===== src/rtl/pcmcia_io_spi.sv =====
`timescale 1ns/1ps
// pcmcia_io_spi: PCMCIA I/O-space register block driving a mode-0, MSB-first SPI master.
// Latency: reads are combinational; a host write takes effect SYNC_STAGES+1 clk_52 edges after IOWR falls;
//          a byte transfer keeps BUSY high for 16*(DIV+1) cycles. Backpressure: none; a DATA write while BUSY
//          is dropped and flagged in OVR.
//
// Ports: clk_52/RESET (async, active high); host side D_in, D_out, A, IOWR, IORD, CE1, CONFIGURED, DDIR;
//        SPI side SS, SCLK, MOSI, MISO; INT (device interrupt in), IREQ_N (card interrupt out).
// Optional feature macro: SPI_IRQ_EN -- makes CTRL.IE writable and drives IREQ_N from IE & (DONE | INT_ACTIVE).
//   Without it, IE reads 0 and IREQ_N is tied high.
module pcmcia_io_spi #(
  parameter int SYNC_STAGES = 2
) (
  input  logic       clk_52,
  input  logic       RESET,
  input  logic [7:0] D_in,
  output logic [7:0] D_out,
  input  logic [3:0] A,
  input  logic       IOWR,
  input  logic       IORD,
  input  logic       CE1,
  input  logic       CONFIGURED,
  output logic       DDIR,
  output logic       SS,
  output logic       SCLK,
  output logic       MOSI,
  input  logic       MISO,
  input  logic       INT,
  output logic       IREQ_N
);

  typedef enum logic [1:0] {
    ST_IDLE = 2'd0,
    ST_LOW  = 2'd1,
    ST_HIGH = 2'd2
  } state_t;

  // ---------------------------------------------------------------------------
  // Strobe / interrupt synchronisers (reset to the inactive level, 1)
  // ---------------------------------------------------------------------------
  logic [SYNC_STAGES-1:0] iowr_sync_q;
  logic [SYNC_STAGES-1:0] iord_sync_q;
  logic [SYNC_STAGES-1:0] int_sync_q;
  logic                   iowr_prev_q;
  logic                   iord_prev_q;
  logic                   rd_data_q;

  logic       iowr_s;
  logic       iord_s;
  logic       int_act;
  logic       sel;
  logic [1:0] idx;
  logic       wr_evt;
  logic       wr_ok;
  logic       rd_fall;
  logic       rd_rise;

  assign iowr_s  = iowr_sync_q[SYNC_STAGES-1];
  assign iord_s  = iord_sync_q[SYNC_STAGES-1];
  assign int_act = ~int_sync_q[SYNC_STAGES-1];

  assign sel = ~CE1 & CONFIGURED & (A[3:2] == 2'b00);
  assign idx = A[1:0];

  // One write event per strobe: the first cycle the synchronised IOWR is low.
  assign wr_evt  = iowr_prev_q & ~iowr_s;
  assign wr_ok   = wr_evt & sel;
  assign rd_fall = iord_prev_q & ~iord_s;
  assign rd_rise = ~iord_prev_q & iord_s;

  always_ff @(posedge clk_52 or posedge RESET) begin
    if (RESET) begin
      iowr_sync_q <= '1;
      iord_sync_q <= '1;
      int_sync_q  <= '1;
      iowr_prev_q <= 1'b1;
      iord_prev_q <= 1'b1;
      rd_data_q   <= 1'b0;
    end else begin
      iowr_sync_q <= {iowr_sync_q[SYNC_STAGES-2:0], IOWR};
      iord_sync_q <= {iord_sync_q[SYNC_STAGES-2:0], IORD};
      int_sync_q  <= {int_sync_q[SYNC_STAGES-2:0], INT};
      iowr_prev_q <= iowr_s;
      iord_prev_q <= iord_s;
      // The address may already have moved on by the time the synchronised
      // strobe rises, so remember at the falling edge whether this read
      // targeted DATA.
      if (rd_fall) begin
        rd_data_q <= sel & (idx == 2'd0);
      end
    end
  end

  // ---------------------------------------------------------------------------
  // Registers and SPI engine
  // ---------------------------------------------------------------------------
  state_t     state_q, state_d;
  logic [3:0] cnt_q, cnt_d;
  logic [2:0] bitcnt_q, bitcnt_d;
  logic [7:0] shift_q, shift_d;   // TX byte; bit 7 is driven on MOSI
  logic [7:0] cap_q, cap_d;
  logic [7:0] rx_q, rx_d;
  logic       busy_q, busy_d;
  logic       ovr_q, ovr_d;
  logic       done_q, done_d;
  logic       ss_q, ss_d;
  logic [3:0] div_q, div_d;
  logic       start;
  logic       ie_rd;

  always_comb begin
    state_d  = state_q;
    cnt_d    = cnt_q;
    bitcnt_d = bitcnt_q;
    shift_d  = shift_q;
    cap_d    = cap_q;
    rx_d     = rx_q;
    busy_d   = busy_q;
    ovr_d    = ovr_q;
    done_d   = done_q;
    ss_d     = ss_q;
    div_d    = div_q;
    start    = 1'b0;

    if (wr_ok) begin
      case (idx)
        2'd0: begin
          if (busy_q) begin
            ovr_d = 1'b1;
          end else begin
            start = 1'b1;
          end
        end
        2'd1: begin
          if (D_in[1]) ovr_d  = 1'b0;
          if (D_in[2]) done_d = 1'b0;
        end
        2'd2: begin
          ss_d  = D_in[0];
          div_d = D_in[7:4];
        end
        default: ;
      endcase
    end

    if (rd_rise && rd_data_q) begin
      done_d = 1'b0;
    end

    // Engine evaluated last so a completing transfer's DONE wins over a clear.
    // Half-period ends on >= so a DIV lowered mid-transfer cannot strand the counter.
    case (state_q)
      ST_IDLE: begin
        if (start) begin
          shift_d  = D_in;
          busy_d   = 1'b1;
          bitcnt_d = 3'd0;
          cnt_d    = 4'd0;
          state_d  = ST_LOW;
        end
      end
      ST_LOW: begin
        if (cnt_q >= div_q) begin
          cnt_d   = 4'd0;
          cap_d   = {cap_q[6:0], MISO};
          state_d = ST_HIGH;
        end else begin
          cnt_d = cnt_q + 4'd1;
        end
      end
      ST_HIGH: begin
        if (cnt_q >= div_q) begin
          cnt_d = 4'd0;
          if (bitcnt_q == 3'd7) begin
            rx_d    = cap_q;
            busy_d  = 1'b0;
            done_d  = 1'b1;
            state_d = ST_IDLE;
          end else begin
            shift_d  = {shift_q[6:0], 1'b0};
            bitcnt_d = bitcnt_q + 3'd1;
            state_d  = ST_LOW;
          end
        end else begin
          cnt_d = cnt_q + 4'd1;
        end
      end
      default: begin
        state_d = ST_IDLE;
      end
    endcase
  end

  always_ff @(posedge clk_52 or posedge RESET) begin
    if (RESET) begin
      state_q  <= ST_IDLE;
      cnt_q    <= 4'd0;
      bitcnt_q <= 3'd0;
      shift_q  <= 8'h00;
      cap_q    <= 8'h00;
      rx_q     <= 8'h00;
      busy_q   <= 1'b0;
      ovr_q    <= 1'b0;
      done_q   <= 1'b0;
      ss_q     <= 1'b1;
      div_q    <= 4'd0;
    end else begin
      state_q  <= state_d;
      cnt_q    <= cnt_d;
      bitcnt_q <= bitcnt_d;
      shift_q  <= shift_d;
      cap_q    <= cap_d;
      rx_q     <= rx_d;
      busy_q   <= busy_d;
      ovr_q    <= ovr_d;
      done_q   <= done_d;
      ss_q     <= ss_d;
      div_q    <= div_d;
    end
  end

  // ---------------------------------------------------------------------------
  // Interrupt enable / request
  // ---------------------------------------------------------------------------
`ifdef SPI_IRQ_EN
  logic ie_q;
  logic irq_n_q;

  always_ff @(posedge clk_52 or posedge RESET) begin
    if (RESET) begin
      ie_q    <= 1'b0;
      irq_n_q <= 1'b1;
    end else begin
      if (wr_ok && (idx == 2'd2)) begin
        ie_q <= D_in[1];
      end
      irq_n_q <= ~(ie_q & (done_q | int_act));
    end
  end

  assign ie_rd  = ie_q;
  assign IREQ_N = irq_n_q;
`else
  assign ie_rd  = 1'b0;
  assign IREQ_N = 1'b1;
`endif

  // ---------------------------------------------------------------------------
  // Outputs
  // ---------------------------------------------------------------------------
  logic [7:0] rd_mux;

  always_comb begin
    rd_mux = 8'h00;
    case (idx)
      2'd0:    rd_mux = rx_q;
      2'd1:    rd_mux = {4'b0000, int_act, done_q, ovr_q, busy_q};
      2'd2:    rd_mux = {div_q, 2'b00, ie_rd, ss_q};
      default: rd_mux = 8'h00;
    endcase
  end

  assign DDIR  = sel & ~IORD;
  assign D_out = DDIR ? rd_mux : 8'h00;
  assign SS    = ss_q;
  assign SCLK  = (state_q == ST_HIGH);
  assign MOSI  = shift_q[7];

endmodule


===== config.mk =====
export PLATFORM = sky130hd
export DESIGN_NAME = pcmcia_io_spi
export DESIGN_NICKNAME = d
export VERILOG_FILES = /design/src/rtl/pcmcia_io_spi.sv
export SDC_FILE = /design/constraint.sdc
export NUM_CORES = 1
export LEC_CHECK = 0
export CAP_MARGIN = 10
export CORE_MARGIN = 4
export CORE_UTILIZATION = 51
export DETAILED_ROUTE_END_ITERATION = 10
export HOLD_SLACK_MARGIN = 0.02
export MAX_ROUTING_LAYER = met4
export PLACE_DENSITY = 0.78
export SLEW_MARGIN = 10
export SYNTH_ARGS = -nofsm -noshare
export SYNTH_HDL_FRONTEND = slang
export SYNTH_SLANG_ARGS = --single-unit
export TNS_END_PERCENT = 100

===== constraint.sdc =====
create_clock -name clk_52 -period 3.05 [get_ports clk_52]
set_input_delay 0.4575 -clock clk_52 [delete_from_list [all_inputs] [get_ports clk_52]]
set_output_delay 0.4575 -clock clk_52 [all_outputs]
set_load 0.03 [all_outputs]

==> impl_metrics.py <==
metrics = {
    "clock_network": {
        "cts_setup_buffers": 0,
        "cts_tree": "done",
        "numCtsBuffers": 5,
        "clockRootBuffer": "clkbuf_8",
        "ctsHtreeMaxLevel": 2,
        "clk_pin_slew_ns": 0.10,
        "clockBufferDepth": 2,
        "cts-resized-gates": 0,
        "cts.sinks": 50,
        "cts_hold_buf": 0,
        "clk_latency_ns": 0.31,
    },
    "job": {
        "maxCapViolations": 0,
    },
    "global_routing": {
        "grt_use_total_pct": 18.02,
        "antenna_found_initial": 0,
        "grt_max_degree": 24,
        "grt_pass1_vias": 1720,
        "grt-ovfl-total": 0,
        "grt_pass1_wl_um": 8252,
    },
    "sta": {
        "tightest_slew_ns": 0.8375,
        "fmax_ghz": 0.3550,
        "setup_violations": 0,
        "finalMaxSlewViolations": 0,
        "max-slew-margin-rel_pct": 43.96,
        "finalCriticalPeriod_ns": 2.817,
        "skew_ns": 0.01259,
        "hold_viol": 0,
        "tns_ns": 0,
        "finalCritPeriodShare_pct": 92.35,
        "rsz0062_at_grt": "false",
    },
    "detailed_routing": {
        "wl_um": 4803,
        "drt_iter0_markers": 72,
        "first_pass_iters": 4,
        "route.detailed.drc": 0,
        "vias_per_cell": 5.669,
        "num_vias": 1746,
        "antenna_left": 0,
        "wl_per_cell_um": 15.59,
    },
    "run_status": {
        "outcome": "completed",
    },
    "logic_synthesis": {
        "seq_area_frac_synth_pct": 51.19,
        "netlist.area_leader.share_pct": 41.60,
        "syn_nets": 247,
        "synth.area.top_cells": "dfrtp_1 (42%), dfstp_2 (9.6%), mux2_2 (9.1%)",
        "syn_avg_cell_area_sq_um": 11.47,
        "yosys_register_bits": 50,
        "ys.flop_type": "dfrtp_1",
        "synth_area_sq_um": 2466,
        "syn_inst": 215,
        "yosys_warnings": 0,
        "synth_edf_count": 0,
        "async_reset_ff_share_pct": 100.0,
        "synth_top_area_cell": "dfrtp_1",
        "synth_cell_type_count": 46,
    },
    "floorplan": {
        "dieArea_sq_um": 6012,
        "ioPinCount": 33,
        "core_sq_um": 4692,
        "fp.dieW_um": 77.54,
        "start_util_pct": 52.56,
        "fp.dieH_um": 77.54,
        "core.rowCount": 25,
    },
    "final_layout": {
        "nets": 285,
        "layout_common_cells": "dfrtp_1 (41), clkdlybuf4s50_1 (22), mux2_2 (20)",
        "area_delta_synth_final_pct": 19.08,
        "fillers": 370,
        "fin_cells": 308,
        "final_common_cell": "dfrtp_1",
        "diodes": 0,
        "drive_above_1_share_pct": 24.02,
    },
    "worst_setup_path": {
        "worst_setup_path_start_kind": "primary input",
        "cp.arrival_ns": 2.36,
        "critical_path_class": "primary input to output port",
        "cp.required_ns": 2.59,
        "cp_max_fo": 5,
        "endpoint_kind": "output port",
    },
    "place": {
        "numPortBuffers": 31,
        "place_inst": 300,
        "gp_congestion": 0.8159,
        "dp_hpwl_um": 3615,
    },
    "power": {
        "power.density_nw_per_um2": 686.8,
        "p_leak_uw": 0.001358,
        "ir_worst_vdd_mv": 0.4058,
        "p_total_uw": 2017,
    },
    "worst_hold_path": {
        "hp-class": "flip-flop to flip-flop",
    },
}
-- logic make-up (layout without fill, tap and decap cells) --
family                   after synthesis  after routing  share of synthesized area, %
multiplexers                          28             28                         12.38
buffers and inverters                 22             61                         3.856
other                                  1              1                        0.1521
adder cells (fa/ha/maj)               12             12                         6.088
AND/OR/NAND/NOR                       56             56                         12.02
AO/OA/AOI/OAI                         46             46                         14.31
flip-flops                            50             50                         51.19
-- flip-flops by register name, indices dropped and copies added, names as in the netlist --
name and cells:
iord_sync_q 2, ovr_q 1, int_sync_q 2, rd_data_q 1
div_q 4, shift_q 8, iord_prev_q 1, done_q 1
rx_q 8, bitcnt_q 3, SS 1, iowr_sync_q 2
state_q 2, iowr_prev_q 1, busy_q 1, cnt_q 4
cap_q 8
-- report_power, final --
part,internal (uW),switching (uW)
Sequential,786,83.3
Combinational,338,420
Clock,162,227
Total,1290,730
-- cell type report --
type | count | area (sq um) | share of cell area (%)
inverters | 13 | 48.80 | 1.662
repair buffers | 40 | 355.3 | 12.10
multi-input cells | 143 | 1115 | 37.96
clock buffers | 6 | 72.57 | 2.471
flip-flops and latches | 50 | 1262 | 42.99
clock inverters | 2 | 15.01 | 0.5113
well taps | 54 | 67.56 | 2.301
-- worst paths after layout --
| kind | startpoint | endpoint | slack (ns) | cells past startpoint |
|---|---|---|---|---|
| min in group asynchronous | RESET | rd_data_q | 0.47 | 2 |
| hold / removal | iord_sync_q[0] | iord_sync_q[1] | 0.35 | 0 |
| max in group asynchronous | RESET | SS | 1.95 | 3 |
| hold reg to reg | iord_sync_q[0] | iord_sync_q[1] | 0.35 | 0 |
| setup reg to reg | cnt_q[0] | cap_q[2] | 0.62 | 6 |
| setup / recovery | CE1 | D_out[3] | 0.23 | 5 |
-- critical path, cell delays in order --
cell and delay [ns]:
clkdlybuf4s50_1 0.39, or4b_1 0.59, or2_2 0.36, a2111oi_2 0.34, buf_4 0.22
-- synthesized netlist by cell type (3+ instances only) --
cell type,instances
a31oi_1,7
nor2b_1,7
o211ai_1,3
nor2_1,12
o41ai_1,3
clkbuf_1,5
a21oi_1,4
o2bb2ai_1,9
dfstp_2,9
dfrtp_1,41
nor3_1,4
inv_1,13
nand2b_1,5
nand3_1,3
nand2_1,10
a211o_1,3
nor4_1,4
mux2i_1,8
mux2_2,20
o21ai_0,5
ha_1,12
-- layer usage --
metal / vias to the layer above / wire [um] / global-route usage (%)
li1: 853 / - / -
met1: 857 / 2304 / 23.40
met2: 29 / 2237 / 27.81
met3: 7 / 183 / 3.828
met4: 0 / 78 / 6.940
met5: - / 0 / -
-- through the flow --
stage,hold slack (ns),area [sq um],worst slack (ns),utilization [%]
6_report,0.3530,2937,0.2334,62.59
3_3_place_gp,0.3458,2849,0.2487,60.72
4_1_cts,0.3531,2937,0.2191,62.59
5_1_grt,0.3625,2937,0.1303,62.59
2_1_floorplan,0.3452,2472,0.3395,-
3_5_place_dp,0.3475,2849,0.2232,60.72
(Power assumes the default switching activity.)
